File: src/rtl/fp16_pkg.sv
// Shared half-precision field definitions, result struct and sequencer states.
// No logic, no latency, no backpressure.
package fp16_pkg;

    localparam int EXP_W  = 5;
    localparam int FRAC_W = 10;
    localparam int BIAS   = 15;

    // Unnormalized mantissa: [13] carry, [12] hidden, [11:2] fraction, [1] guard, [0] sticky
    localparam int MANT_W = 14;
    // Internal exponent has headroom for 63 plus two increments
    localparam int IEXP_W = 7;

    typedef struct packed {
        logic              sign;
        logic [EXP_W-1:0]  exp;
        logic [FRAC_W-1:0] frac;
    } fp16_t;

    typedef enum logic [2:0] {
        IDLE,
        NORM,
        ROUND,
        WR_HI,
        WR_LO,
        DONE
    } state_t;

    function automatic fp16_t fp16_overflow(input logic sign, input logic saturate);
        fp16_t r;
        r.sign = sign;
        r.exp  = '1;
        r.frac = saturate ? '1 : '0;
        return r;
    endfunction

endpackage

File: src/rtl/fp16_round_rne.sv
// Round-to-nearest-even of a normalized (or denormal) mantissa into fp16 fields.
// Purely combinational, zero latency, no backpressure.
module fp16_round_rne
    import fp16_pkg::*;
(
    input  logic [MANT_W-2:0] mant,
    input  logic [IEXP_W-1:0] exp,
    output logic [FRAC_W-1:0] frac,
    output logic [EXP_W-1:0]  exp_field,
    output logic              ovf
);

    logic              round_up;
    logic              hidden;
    logic [11:0]       sum;
    logic [IEXP_W-1:0] exp_adj;

    always_comb begin
        round_up = mant[1] & (mant[0] | mant[2]);
        sum      = {1'b0, mant[12:2]} + {11'd0, round_up};
        if (sum[11]) begin
            // all-ones significand rounded past the hidden bit
            frac    = sum[10:1];
            hidden  = 1'b1;
            exp_adj = exp + IEXP_W'(1);
        end else begin
            frac    = sum[9:0];
            hidden  = sum[10];
            exp_adj = exp;
        end
        ovf       = (exp_adj >= IEXP_W'(31));
        exp_field = hidden ? exp_adj[EXP_W-1:0] : '0;
    end

endmodule

File: src/rtl/fp16_norm_pack.sv
// Normalize (one bit per cycle), round RNE, pack fp16 and write it big-endian as two bytes.
// Latency N+4 cycles accept-to-done (N = NORM cycles), 4 for a zero mantissa.
// Accepts only when idle; in_valid is ignored while busy.
module fp16_norm_pack
    import fp16_pkg::*;
#(
    parameter int RES_ADDR = 12,
    parameter int ADDR_W   = 8,
    parameter bit SATURATE = 1'b1
) (
    input  logic              clk,
    input  logic              reset,
    input  logic              in_valid,
    output logic              in_ready,
    input  logic              in_sign,
    input  logic [5:0]        in_exp,
    input  logic [13:0]       in_mant,
    output logic              mem_we,
    output logic [ADDR_W-1:0] mem_addr,
    output logic [7:0]        mem_wdata,
    output logic [15:0]       result,
    output logic              done
);

    state_t            state, state_nxt;
    logic              sign_r, sign_nxt;
    logic [IEXP_W-1:0] exp_r, exp_nxt;
    logic [MANT_W-1:0] mant_r, mant_nxt;
    fp16_t             res_r, res_nxt;

    logic [FRAC_W-1:0] rnd_frac;
    logic [EXP_W-1:0]  rnd_exp;
    logic              rnd_ovf;

    fp16_round_rne u_round (
        .mant      (mant_r[MANT_W-2:0]),
        .exp       (exp_r),
        .frac      (rnd_frac),
        .exp_field (rnd_exp),
        .ovf       (rnd_ovf)
    );

    always_comb begin
        state_nxt = state;
        sign_nxt  = sign_r;
        exp_nxt   = exp_r;
        mant_nxt  = mant_r;
        res_nxt   = res_r;
        case (state)
            IDLE: begin
                if (in_valid) begin
                    sign_nxt  = in_sign;
                    exp_nxt   = {1'b0, in_exp};
                    mant_nxt  = in_mant;
                    state_nxt = NORM;
                end
            end
            NORM: begin
                if (mant_r == '0) begin
                    // exact zero is always +0
                    res_nxt   = '0;
                    state_nxt = WR_HI;
                end else if (mant_r[13]) begin
                    mant_nxt  = {1'b0, mant_r[13:2], mant_r[1] | mant_r[0]};
                    exp_nxt   = exp_r + IEXP_W'(1);
                    state_nxt = ROUND;
                end else if (!mant_r[12] && (exp_r != '0)) begin
                    mant_nxt  = {mant_r[12:0], 1'b0};
                    exp_nxt   = exp_r - IEXP_W'(1);
                end else begin
                    state_nxt = ROUND;
                end
            end
            ROUND: begin
                if (rnd_ovf) begin
                    res_nxt = fp16_overflow(sign_r, SATURATE);
                end else begin
                    res_nxt.sign = sign_r;
                    res_nxt.exp  = rnd_exp;
                    res_nxt.frac = rnd_frac;
                end
                state_nxt = WR_HI;
            end
            WR_HI:   state_nxt = WR_LO;
            WR_LO:   state_nxt = DONE;
            DONE:    state_nxt = IDLE;
            default: state_nxt = IDLE;
        endcase
    end

    always_ff @(posedge clk) begin
        if (reset) begin
            state     <= IDLE;
            sign_r    <= 1'b0;
            exp_r     <= '0;
            mant_r    <= '0;
            res_r     <= '0;
            in_ready  <= 1'b1;
            mem_we    <= 1'b0;
            mem_addr  <= '0;
            mem_wdata <= '0;
            done      <= 1'b0;
        end else begin
            state    <= state_nxt;
            sign_r   <= sign_nxt;
            exp_r    <= exp_nxt;
            mant_r   <= mant_nxt;
            res_r    <= res_nxt;
            in_ready <= (state_nxt == IDLE);
            // memory port and done are decoded from the current state, one cycle behind it
            mem_we   <= (state == WR_HI) || (state == WR_LO);
            done     <= (state == DONE);
            case (state)
                WR_HI: begin
                    mem_addr  <= ADDR_W'(RES_ADDR);
                    mem_wdata <= res_r[15:8];
                end
                WR_LO: begin
                    mem_addr  <= ADDR_W'(RES_ADDR + 1);
                    mem_wdata <= res_r[7:0];
                end
                default: begin
                    mem_addr  <= '0;
                    mem_wdata <= '0;
                end
            endcase
        end
    end

    assign result = res_r;

endmodule

File: config.mk
export PLATFORM = sky130hd
export DESIGN_NAME = fp16_norm_pack
export DESIGN_NICKNAME = d
export VERILOG_FILES = /design/src/rtl/fp16_pkg.sv /design/src/rtl/fp16_round_rne.sv /design/src/rtl/fp16_norm_pack.sv
export SDC_FILE = /design/constraint.sdc
export NUM_CORES = 1
export LEC_CHECK = 0
export ABC_AREA = 1
export ABC_CLOCK_PERIOD_IN_PS = 1850
export BUFFER_PORTS_ARGS = -buffer_cell sky130_fd_sc_hd__buf_2
export CAP_MARGIN = 20
export CORE_MARGIN = 5
export CORE_UTILIZATION = 40
export DETAILED_ROUTE_END_ITERATION = 16
export PLACE_DENSITY = 0.73
export SLEW_MARGIN = 20
export SYNTH_ARGS = -nofsm -noshare
export SYNTH_HDL_FRONTEND = slang
export SYNTH_SLANG_ARGS = --single-unit
File: constraint.sdc
create_clock -name clk -period 1.85 [get_ports clk]
set_input_delay 0.4625 -clock clk [delete_from_list [all_inputs] [get_ports clk]]
set_output_delay 0.4625 -clock clk [all_outputs]
set_load 0.05 [all_outputs]
# Word level (Yosys, flattened, before mapping)
# Cells that the tools add are included.
# totals
latchBits	0
word_cells	66
mem_bits_ro	0
inputBits	24
mem_count	0
ramBits	0
register_bits	60
# op_classes
order_cmp	1
n_bitwise	3
mul	0
n_eq_ne	9
muxes	24
n_addsub	3
shifts	0
div_mod_pow	0
reduce_logical	13
# op_table
op	n
14-bit two-way mux	4
7-bit two-way mux	5
16-bit case mux with 2 select lines	1
14-bit case mux with 2 select lines	1
16-bit two-way mux	1
8-bit case mux with 2 select lines	1
15-bit two-way mux	1
3-bit case mux with 5 select lines	1
14-bit logical NOT	1
7-bit case mux with 2 select lines	1
11-bit by 1-bit adder with 12-bit output	1
3-bit two-way mux	4
10-bit two-way mux	1
4-bit case mux with 2 select lines	1
7-bit by 1-bit adder with 7-bit output, second input constant	1
7-bit by 5-bit greater-or-equal comparator with 1-bit output, second input constant	1
7-bit nonzero test	1
7-bit by 1-bit subtractor with 7-bit output, second input constant	1
3-bit by 2-bit == test with 1-bit output, second input constant	2
3-bit == test, second input constant	2
3-bit logical NOT	2
2-bit inequality test, second input constant	3
5-bit two-way mux	1
2-bit AND reduction	2
other kinds (11)	13

# Logic depth before layout (Yosys ltp)
# logic_depth
depth_word	7
depth_mapped	14
ltp_nobuf	14

# Modules after synthesis
# Synthesis repeated with hierarchy kept, for this count alone.
# unflattened
cells_unflattened	494
hier_area_um2	3296.9
# by_module_without_submodules
mod	seq_area_each_um2	area_each_um2	cells_each	n_inst
fp16_norm_pack	1061.0	2652.5	377	1
fp16_round_rne	0.0	644.4	117	1

# Least setup slack after synthesis
# OpenSTA, ideal clock, no wires.
# synth_timing
kind	reg-to-reg
startpoint	reg mant_r[2]
endpoint	reg res_r (netlist bit result[10])
path_slack_ps	89
arrival_ps	1629
synth_period_minus_slack_ps	1761
stages_incl_launch_ff	15
t_required_ps	1718
setup_time_ps	132
path_cell_list	dfxtp_1 nand2_2 inv_1 ha_1 nand2_1 nor2_1 nand2_1 nor2_1 nand2_1 nand2_1 nand3_1 nand2_1 nand3_1 nand2_1 a21oi_1
# synth_via
elab_chain_len	7
word_cells_on_any_way	12
# synth_rtl
element	line_no	source
start: declaration	fp16_norm_pack.sv:28	logic [MANT_W-1:0] mant_r, mant_nxt;
start signal: assignment	fp16_norm_pack.sv:107	mant_r <= mant_nxt;
1-bit bitwise OR	fp16_round_rne.sv:19	round_up = mant[1] & (mant[0] | mant[2]);
1-bit AND	fp16_round_rne.sv:19	
11-bit by 1-bit adder with 12-bit output	fp16_round_rne.sv:20	sum = {1'b0, mant[12:2]} + {11'd0, round_up};
7-bit two-way mux or 1-bit two-way mux (tied branches)	fp16_round_rne.sv:21	if (sum[11]) begin
7-bit by 5-bit greater-or-equal comparator with 1-bit output or 5-bit two-way mux (tied branches)	fp16_round_rne.sv:31, fp16_round_rne.sv:32	
15-bit two-way mux	fp16_norm_pack.sv:75	if (rnd_ovf) begin
16-bit case mux with 2 select lines	fp16_norm_pack.sv:49	case (state)
end signal: assignment	fp16_norm_pack.sv:108	res_r <= res_nxt;
end: declaration	fp16_norm_pack.sv:29	fp16_t res_r, res_nxt;
# Parallel ways exist; a longest one is shown, timed or not.
# A chain may end at the register's enable or synchronous reset.

# Final worst setup path
# layout_timing
startpoint	reg exp_r[2]
endpoint	reg mant_r[5]
# layout_via
elab_chain_len	4
# layout_rtl
element	line_no	source
start: declaration	fp16_norm_pack.sv:27	logic [IEXP_W-1:0] exp_r, exp_nxt;
start signal: assignment	fp16_norm_pack.sv:106	exp_r <= exp_nxt;
7-bit nonzero test	fp16_norm_pack.sv:67	end else if (!mant_r[12] && (exp_r != '0)) begin
1-bit logical AND	fp16_norm_pack.sv:67	
3-bit inequality test (no source line)	--	
4-bit AND reduction (no source line)	--	
# Every way passes these cells.

==> run_results.csv <==
group,metric,value,unit
run_status,run_status,"complete, no violations",
min_path,hp-class,"in -> reg",
clock_network,numClockSinks,53,
power_and_ir_drop,cellPowerDensity,1780,mW/mm2
synthesis,leading_cell_type_by_number_of_instances_after_synthesis,"sky130_fd_sc_hd__nand2_1",
timing,max_slew.worst_pin.slew,803,ps
floorplanning,std_cell_rows,31,
global_routing,grt_pass1_wl,14.2,mm
floorplanning,initial_core_util,0.415,
global_routing,grt_pass1_vias,3021,
detailed_routing,avgViaCountPerCell,5.17,
worst_setup_path,critPathKind,"reg -> reg",
synthesis,synthesis.area,0.00306,mm2
detailed_routing,num_vias,3253,
detailed_routing,wl_per_cell,14.3,um
synthesis,yosysTopAreaCellShare,0.347,
power_and_ir_drop,cell_internal_power,3.61,mW
place,last_weighted_congestion_value_of_the_routability_driven_placer,0.891,
finish,finalNetCount,556,
detailed_routing,ant_nets,0,
worst_setup_path,cp.arrival,2060,ps
finish,area_growth,32.2,%
timing,finalSetupViolCount,0,
place,hpwl,6.26,mm
synthesis,edff_count_synth,0,
timing,holdWs,386,ps
floorplanning,die-width,97.5,um
worst_setup_path,cp-start-kind,"flop",
synthesis,postSynth.topFlopCell,"sky130_fd_sc_hd__dfxtp_1",
clock_network,holdBufCountCts,0,
clock_network,cts_buffers,5,
worst_setup_path,crit_start,"exp_r[2]$_SDFFE_PP0P_",
synthesis,mean_instance_size_in_the_synthesized_netlist,6.88,um2
place,place.port_buffers,53,
power_and_ir_drop,sequential_fraction_of_design_power,0.252,
worst_setup_path,r2r_setup_slack,50,ps
power_and_ir_drop,power.ir.vdd_worst,0.000861,V
clock_network,clkSlewWorstSetupHoldPaths,110,ps
global_routing,largest_net_degree_at_the_start_of_global_routing,24,
timing,drv_slew,0,
flow_run,cap_violations,0,
worst_setup_path,timing.rr.end,"mant_r[5]$_SDFFE_PP0P_",
timing,final_hold_viol_count,0,
clock_network,cts-root-buf,"sky130_fd_sc_hd__clkbuf_8",
power_and_ir_drop,p_sw,3.58,mW
floorplanning,die-height,97.5,um
timing,finClkSkew,13.8,ps
place,preCtsSetupSlack,-96.2,ps
synthesis,synth.cells.most_frequent,"122 x sky130_fd_sc_hd__nand2_1, 53 x sky130_fd_sc_hd__dfxtp_1, 37 x sky130_fd_sc_hd__a21oi_1",
global_routing,grt_antenna_before_repair,0,
clock_network,insertion_delay,320,ps
power_and_ir_drop,comb_power_share,0.652,
detailed_routing,drt_iter0_drc,164,
worst_setup_path,timing.critical_path.to,"mant_r[5]$_SDFFE_PP0P_",
synthesis,synth.largest_area_cell,"sky130_fd_sc_hd__dfxtp_1",
synthesis,ys.warnings.count,0,
synthesis,synth_area_leaders,"sky130_fd_sc_hd__dfxtp_1 35%, sky130_fd_sc_hd__nand2_1 15%, sky130_fd_sc_hd__a21oi_1 6.1%",
global_routing,grt-busiest-layer,"met2",
synthesis,share_of_the_yosys_chip_area_belonging_to_registers,0.347,
power_and_ir_drop,part_of_the_power_in_the_clock_network,0.096,
global_routing,grt_use_met2,0.286,
detailed_routing,remaining_drc_errors,0,
power_and_ir_drop,p_leak,1.95,nW
synthesis,ys_async_sr_fraction,0,
finish,layout-drive-gt1-share,0.370,
detailed_routing,routed_wirelength,9.01,mm
timing,max_slew_margin,0.464,
finish,n_antenna_cell,0,
global_routing,use_met3,0.0431,
global_routing,met1_track_utilization_from_global_routing,0.236,
timing,final_critical_path_setup_slack,51.6,ps
synthesis,netlist_instances,445,
detailed_routing,dr.pass1.iters,5,
global_routing,groute.usage.overall,0.178,
timing,min_period_over_period,0.972,
finish,fillerInstances,695,
timing,finalWorstPathRequiredPeriod,1800,ps
worst_setup_path,reg2reg_depth,12,
synthesis,synth.ff_latch_count,53,
timing,maxClockFrequency,556,MHz
timing,setup_repair_after_global_routing_missed_its_margin,"true",
clock_network,cts.htree.levels,2,
synthesis,synth.distinct_cells,38,
floorplanning,floorplan.die_area,0.00950,mm2
floorplanning,placeableCoreArea,0.00737,mm2
clock_network,clock_tree.buffer_depth,2,
clock_network,tritoncts,"yes",
worst_setup_path,required,2110,ps
global_routing,overflow,0,
worst_setup_path,critical_path.max_fanout,6,
worst_setup_path,worst_flop_to_flop_path_startpoint,"exp_r[2]$_SDFFE_PP0P_",
worst_setup_path,endpoint_class_of_the_critical_path,"flop",
floorplanning,top_level_ports,59,
power_and_ir_drop,power.switching_fraction,0.498,
[kinds of logic after synthesis]
| kind of cell | synth area share |
|---|---|
| flip-flops | 0.347 |
| adder cells (fa/ha/maj) | 0.0123 |
| buffers and inverters | 0.0973 |
| AO/OA/AOI/OAI | 0.173 |
| XOR/XNOR | 0.0401 |
| other | 0.00123 |
| AND/OR/NAND/NOR | 0.330 |
[state kept, by name, indices dropped and copies added (netlist names)]
| name | count |
|---|---|
| result | 16 |
| mant_r | 14 |
| mem_wdata | 8 |
| exp_r | 7 |
| state | 3 |
| done | 1 |
| in_ready | 1 |
| mem_addr | 1 |
| mem_we | 1 |
| sign_r | 1 |
[worst max-delay path: stages (launching register included)]
cell                      delay [ps]
sky130_fd_sc_hd__dfxtp_2         420
sky130_fd_sc_hd__inv_1           130
sky130_fd_sc_hd__nand2_4         110
sky130_fd_sc_hd__nor2_4           40
sky130_fd_sc_hd__nand3_2          70
sky130_fd_sc_hd__nand2_2          80
sky130_fd_sc_hd__buf_6           130
sky130_fd_sc_hd__nor2_4          220
sky130_fd_sc_hd__buf_12          160
sky130_fd_sc_hd__nand2_1          50
sky130_fd_sc_hd__a21oi_1         120
sky130_fd_sc_hd__o21ai_0         100
sky130_fd_sc_hd__a21oi_1         120
[worst min path at each step]
stage	startpoint	end	slack (ps)	cells after the start
after floorplan	sign_r$_SDFFE_PP0P_	result[15]$_SDFFE_PP0P_	440	1
after global placement	result[10]$_SDFFE_PP0P_	result[10]$_SDFFE_PP0P_	470	2
after detailed placement	result[7]$_SDFFE_PP0P_	result[7]$_SDFFE_PP0P_	480	2
after CTS	reset	sign_r$_SDFFE_PP0P_	380	2
after global routing	reset	sign_r$_SDFFE_PP0P_	400	2
final	reset	sign_r$_SDFFE_PP0P_	390	2
[power by group through the flow]
stage | Clock (mW) | Sequential [mW] | Combinational, mW
6_report | 0.691 | 1.81 | 4.69
5_1_grt | 0.767 | 1.86 | 5.11
4_1_cts | 0.709 | 1.74 | 3.84
3_5_place_dp | 0 | 1.76 | 3.65
3_3_place_gp | 0 | 1.74 | 3.60
2_1_floorplan | 0 | 1.97 | 2.34
[layout by cell type (no fill, tap or decap), types with 13 or more instances in the layout]
| cell type | count |
|---|---|
| sky130_fd_sc_hd__o21ai_0 | 14 |
| sky130_fd_sc_hd__xor2_1 | 13 |
| sky130_fd_sc_hd__buf_4 | 36 |
| sky130_fd_sc_hd__nand2_1 | 110 |
| sky130_fd_sc_hd__buf_2 | 53 |
| sky130_fd_sc_hd__nand2_2 | 21 |
| sky130_fd_sc_hd__a21oi_1 | 32 |
| sky130_fd_sc_hd__inv_1 | 28 |
| sky130_fd_sc_hd__dfxtp_1 | 39 |
| sky130_fd_sc_hd__nor2_1 | 22 |
| sky130_fd_sc_hd__nand3_1 | 28 |
[repair_timing]
action / in CTS / in global routing
buffers inserted: 1 / 6
gates cloned: 2 / 3
setup endpoints to repair: 31 / 37
pin swaps: 1 / 24
gates resized for setup: 15 / 80
[metal layers]
layer | part of all wire | wire (um)
met1 | 0.43 | 3910
met2 | 0.46 | 4170
met3 | 0.074 | 665
met4 | 0.029 | 265
met5 | 0 | 0
[stage by stage]
step	setup TNS, ps	area (um2)	power (mW)	std cells	util
6_report	0	4050	7.19	629	0.549
2_1_floorplan	0	3080	4.31	449	-
3_5_place_dp	-930	3590	5.41	609	0.487
3_3_place_gp	-56.0	3590	5.34	609	0.487
4_1_cts	-27.9	3740	6.29	620	0.507
5_1_grt	-477	4050	7.74	629	0.549
[area by class of cell]
cell class | instances | area, um2 | area share
inverter | 35 | 135 | 0.0334
multi-input combinational | 333 | 1920 | 0.475
timing repair inverter | 3 | 22.5 | 0.00557
clock inverter | 3 | 25.0 | 0.00618
clock buffer | 5 | 68.8 | 0.0170
sequential | 53 | 1080 | 0.268
timing repair buffer | 98 | 667 | 0.165
tap | 99 | 124 | 0.0306
(Power assumes the default switching activity.)
